## src/rtl/fifo_sync_ctrl.sv

```systemverilog
// fifo_sync_ctrl: FWFT FIFO controller for a true-dual-port RAM, with a 2-entry
// output skid buffer that hides the RAM's registered read latency.
module fifo_sync_ctrl #(
  parameter int DSIZE     = 8,
  parameter int ASIZE     = 4,
  parameter int AFULL_LVL = 2**ASIZE-2
) (
  input  logic             clk,
  input  logic             rst,
  input  logic             wr_en,
  input  logic [DSIZE-1:0] din,
  output logic             full,
  output logic             afull,
  input  logic             rd_en,
  output logic [DSIZE-1:0] dout,
  output logic             empty,
  output logic [ASIZE:0]   count,
  output logic             ovf,
  output logic             unf,
  output logic             ram_ena,
  output logic             ram_wea,
  output logic [ASIZE-1:0] ram_addra,
  output logic [DSIZE-1:0] ram_dia,
  output logic             ram_enb,
  output logic [ASIZE-1:0] ram_addrb,
  input  logic [DSIZE-1:0] ram_dob
);
  localparam logic [ASIZE:0] DEPTH_L = (ASIZE+1)'(2**ASIZE);
  localparam logic [ASIZE:0] AFULL_L = (ASIZE+1)'(AFULL_LVL);
  logic [ASIZE-1:0] wptr, rptr;
  logic [ASIZE:0]   mem_lvl, mem_lvl_n, count_n;
  logic             inflight, push, pop, issue;
  logic [1:0]       obuf_lvl, obuf_lvl_n, lvl_pop;
  logic [DSIZE-1:0] obuf0, obuf1, obuf0_n, obuf1_n;
  // mem_lvl only counts words committed on earlier edges, so a read never
  // targets the address being written in the same cycle.
  always_comb begin
    push       = wr_en & ~full & ~rst;
    pop        = rd_en & ~empty;
    issue      = ~rst & (mem_lvl != '0) &
                 (({1'b0, obuf_lvl} + {2'b0, inflight}) < (3'd2 + {2'b0, pop}));
    lvl_pop    = obuf_lvl - {1'b0, pop};
    obuf0_n    = (inflight && lvl_pop == 2'd0) ? ram_dob : (pop ? obuf1 : obuf0);
    obuf1_n    = (inflight && lvl_pop == 2'd1) ? ram_dob : obuf1;
    obuf_lvl_n = lvl_pop + {1'b0, inflight};
    mem_lvl_n  = mem_lvl + (ASIZE+1)'(push) - (ASIZE+1)'(issue);
    count_n    = count + (ASIZE+1)'(push) - (ASIZE+1)'(pop);
  end
  assign ram_ena   = push;
  assign ram_wea   = push;
  assign ram_addra = wptr;
  assign ram_dia   = din;
  assign ram_enb   = issue;
  assign ram_addrb = rptr;
  assign dout      = obuf0;
  always_ff @(posedge clk) begin
    if (rst) begin
      wptr     <= '0;
      rptr     <= '0;
      mem_lvl  <= '0;
      inflight <= 1'b0;
      obuf_lvl <= '0;
      count    <= '0;
      empty    <= 1'b1;
      full     <= 1'b0;
      afull    <= 1'b0;
      ovf      <= 1'b0;
      unf      <= 1'b0;
    end else begin
      wptr     <= wptr + ASIZE'(push);
      rptr     <= rptr + ASIZE'(issue);
      mem_lvl  <= mem_lvl_n;
      inflight <= issue;
      obuf_lvl <= obuf_lvl_n;
      count    <= count_n;
      empty    <= obuf_lvl_n == 2'd0;
      full     <= count_n == DEPTH_L;
      afull    <= count_n >= AFULL_L;
      ovf      <= wr_en & full;
      unf      <= rd_en & empty;
    end
  end
  // Skid data carries no reset; empty gates its validity.
  always_ff @(posedge clk) begin
    obuf0 <= obuf0_n;
    obuf1 <= obuf1_n;
  end
endmodule

```

## config.mk

```make
export PLATFORM = sky130hd
export DESIGN_NAME = fifo_sync_ctrl
export DESIGN_NICKNAME = d
export VERILOG_FILES = /design/src/rtl/fifo_sync_ctrl.sv
export SDC_FILE = /design/constraint.sdc
export NUM_CORES = 1
export LEC_CHECK = 0
export BUFFER_PORTS_ARGS = -buffer_cell sky130_fd_sc_hd__buf_4
export CORE_ASPECT_RATIO = 0.8
export CORE_UTILIZATION = 51
export DETAILED_ROUTE_END_ITERATION = 7
export GPL_ROUTABILITY_DRIVEN = 0
export HOLD_SLACK_MARGIN = 0.15
export PLACE_DENSITY = 0.88
export REMOVE_ABC_BUFFERS = 1
export SLEW_MARGIN = 15
export SYNTH_ARGS = -nofsm -noshare
export SYNTH_HDL_FRONTEND = slang
export SYNTH_SLANG_ARGS = --single-unit
```

## constraint.sdc

```tcl
create_clock -name clk -period 3.5 [get_ports clk]
set_clock_uncertainty 0.05 [all_clocks]
set_input_delay 0.175 -clock clk [delete_from_list [all_inputs] [get_ports clk]]
set_output_delay 0.175 -clock clk [all_outputs]
set_load 0.05 [all_outputs]
```

==> qor.yml <==
outcome:
  outcome: "finished with violations"
  violations: "design-rule violations"
clocking:
  clock_latency_ns: 0.30
  htree_levels: 2
  clockBufferDepth: 2
  cts_root_buf: "clkbuf_8"
  clk_pin_slew_ns: 0.08
  cts_tree: "built"
  post-cts-setup-buffers: 0
  cts_made_buffers: 5
  cts.sinks: 42
  cts_hold_buf: 10
  ctsResizeCount: 0
critical_path:
  cp-end-kind: "flip-flop"
  path_class: "reg2reg"
  required_ns: 3.68
  start_kind: "flip-flop"
  path_max_fanout: 6
  worstPathArrival_ns: 3.29
sta:
  fin_crit_sh_pct: 88.94
  max_freq_mhz: 321.2
  hold_violations: 0
  setup_violations: 0
  worst_pin_slew_ns: 0.7190
  rsz0062_at_grt: "false"
  min_period_ns: 3.113
  timing.hold.ws_ns: 0.1801
  slew_violations: 0
  max_slew_margin_pct: 51.39
grt:
  grt-ovfl-total: 0
  track_usage_pct: 18.32
  grt_first_pass_wirelength_um: 5554
  grt_max_degree: 27
  antenna_found_initial: 0
  grt_pass1_vias: 1219
yosys:
  postSynthCellCount: 162
  synth_cell_types: 36
  ys_top_cells_by_area: "dfxtp_1 (27%), edfxtp_1 (25%), ha_1 (10%), mux2_2 (4.7%), xnor2_1 (3.6%)"
  synth-warning-count: 0
  synth_area_um2: 1929
  synth_area_leader_cell: "dfxtp_1"
  netlist.area_leader.share_pct: 26.98
  syn_avg_cell_area_um2: 11.91
  ys_seq_elements: 42
  ys_seq_area_share_pct: 51.88
  synth_edf_count: 16
  async_flop_share_pct: 0
  synth_ff_type: "dfxtp_1"
route:
  viasPerCell: 5.052
  num_vias: 1273
  wl_um: 3392
  remaining_drc_errors: 6
  routedWlPerCell_um: 13.46
  drt_iter0_drc: 46
  dr.pass1.iters: 6
  postRouteAntennaNets: 0
place:
  dp_hpwl_um: 2334
  port_buffers: 40
  dp_cells: 234
die:
  die_h_um: 57.02
  die-area_um2: 4035
  fp.coreArea_um2: 3518
  boundaryPins: 57
  start_util_pct: 54.84
  rows: 19
  dieWidth_um: 70.77
cells_and_area:
  drive_gt1_share_pct: 28.57
  n_antenna_cell: 0
  instances_no_fill: 252
  nets: 247
  area_growth_pct: 25.68
power_and_ir_drop:
  finalPower_mw: 2.382
  peakVddDrop_uv: 541.3
  power.leakage_nw: 1.078
  p_per_area_nw_per_um2: 982.4
worst_hold_path:
  min_path_type: "in2reg"
flow_run:
  max_cap_violations: 0
per-layer routing:
layer	vias to the layer above	GRT usage, %	part of all wire (%)
met5	-	0	0
met4	0	5.143	0.94
met3	3	9.364	8.1
met2	50	28.98	46
met1	583	22.24	45
li1	637	-	-
cell families (layout without fill, tap and decap cells):
logic type | count (synthesis) | in the layout | synth area share [%]
multiplexers | 9 | 9 | 5.188
flip-flops | 42 | 42 | 51.88
adder cells (fa/ha/maj) | 18 | 18 | 12.45
XOR/XNOR | 14 | 14 | 6.356
AO/OA/AOI/OAI | 13 | 13 | 5.383
AND/OR/NAND/NOR | 44 | 44 | 12.71
buffers and inverters | 22 | 70 | 6.031
cell usage after synthesis, types with 4 or more instances:
| cell | instances |
|---|---|
| mux2_2 | 8 |
| nor2_1 | 14 |
| ha_1 | 16 |
| dfxtp_1 | 26 |
| nor2b_1 | 8 |
| xnor2_1 | 8 |
| edfxtp_1 | 16 |
| buf_4 | 9 |
| a21oi_1 | 4 |
| inv_1 | 11 |
| nand2_1 | 5 |
| xor2_1 | 6 |
metrics by stage:
step / setup TNS [ns] / area [um2] / setup slack, ns / util, %
after CTS: 0 / 2425 / 0.3846 / 68.92
after global routing: 0 / 2425 / 0.2386 / 68.92
final: 0 / 2425 / 0.3869 / 68.92
after detailed placement: 0 / 2215 / 0.4013 / 62.94
after global placement: 0 / 2215 / 0.4708 / 62.94
after floorplan: -11.01 / 1854 / -1.428 / -
placed cells by master (no fill, tap or decap), types with 2 or more instances in the layout:
cell | netlist | routed
buf_4 | 9 | 41
dfxtp_1 | 26 | 26
ha_1 | 16 | 16
edfxtp_1 | 16 | 16
nor2_1 | 14 | 14
inv_1 | 11 | 11
dlygate4sd3_1 | 0 | 10
xnor2_1 | 8 | 8
mux2_2 | 8 | 8
nor2b_1 | 8 | 8
xor2_1 | 6 | 6
nand2_1 | 5 | 5
clkbuf_8 | 0 | 5
a21oi_1 | 4 | 4
or2b_1 | 2 | 2
nand3_1 | 2 | 2
a21o_1 | 2 | 2
o21ai_0 | 2 | 2
nand2b_1 | 2 | 2
fa_1 | 2 | 2
worst max-delay path: stages (launching register included):
cell and delay (ns):
dfxtp_1 0.34, ha_1 0.29, or3b_4 0.39, a2111oi_4 0.51, xor2_1 0.13, ha_1 0.24, fa_1 0.41, a21oi_1 0.16
nor2_1 0.06, or3_1 0.34, a21oi_1 0.14
flip-flops by register name (all words and copies together), names as in the netlist:
| register | cells |
|---|---|
| full | 1 |
| ram_addrb | 4 |
| count | 5 |
| unf | 1 |
| obuf_lvl | 2 |
| afull | 1 |
| ram_addra | 4 |
| empty | 1 |
| dout | 8 |
| ovf | 1 |
| inflight | 1 |
| obuf1 | 8 |
| mem_lvl | 5 |
final cells by class:
class | count | area (um2)
clock inverters | 2 | 37.54
multi-input cells | 98 | 812.0
inverters | 11 | 41.29
flip-flops and latches | 42 | 1001
clock buffers | 6 | 72.57
fillers | 275 | 1094
well taps | 42 | 52.55
repair buffers | 51 | 407.9
final timing paths:
path | from | slack (ns) | end | depth (start not counted)
setup / recovery | inflight | 0.39 | mem_lvl[4] | 10
hold reg to reg | ram_addrb[3] | 0.42 | ram_addrb[3] | 1
setup reg to reg | inflight | 0.39 | mem_lvl[4] | 10
hold / removal | rst | 0.18 | mem_lvl[3] | 2
report_power, final:
group / internal, mW / leakage (nW) / switching [mW]
logic: 0.479 / 0.665 / 0.754
clock network: 0.213 / 0.0514 / 0.166
registers: 0.685 / 0.362 / 0.0848
No activity file was read; power rests on OpenSTA's default activity.
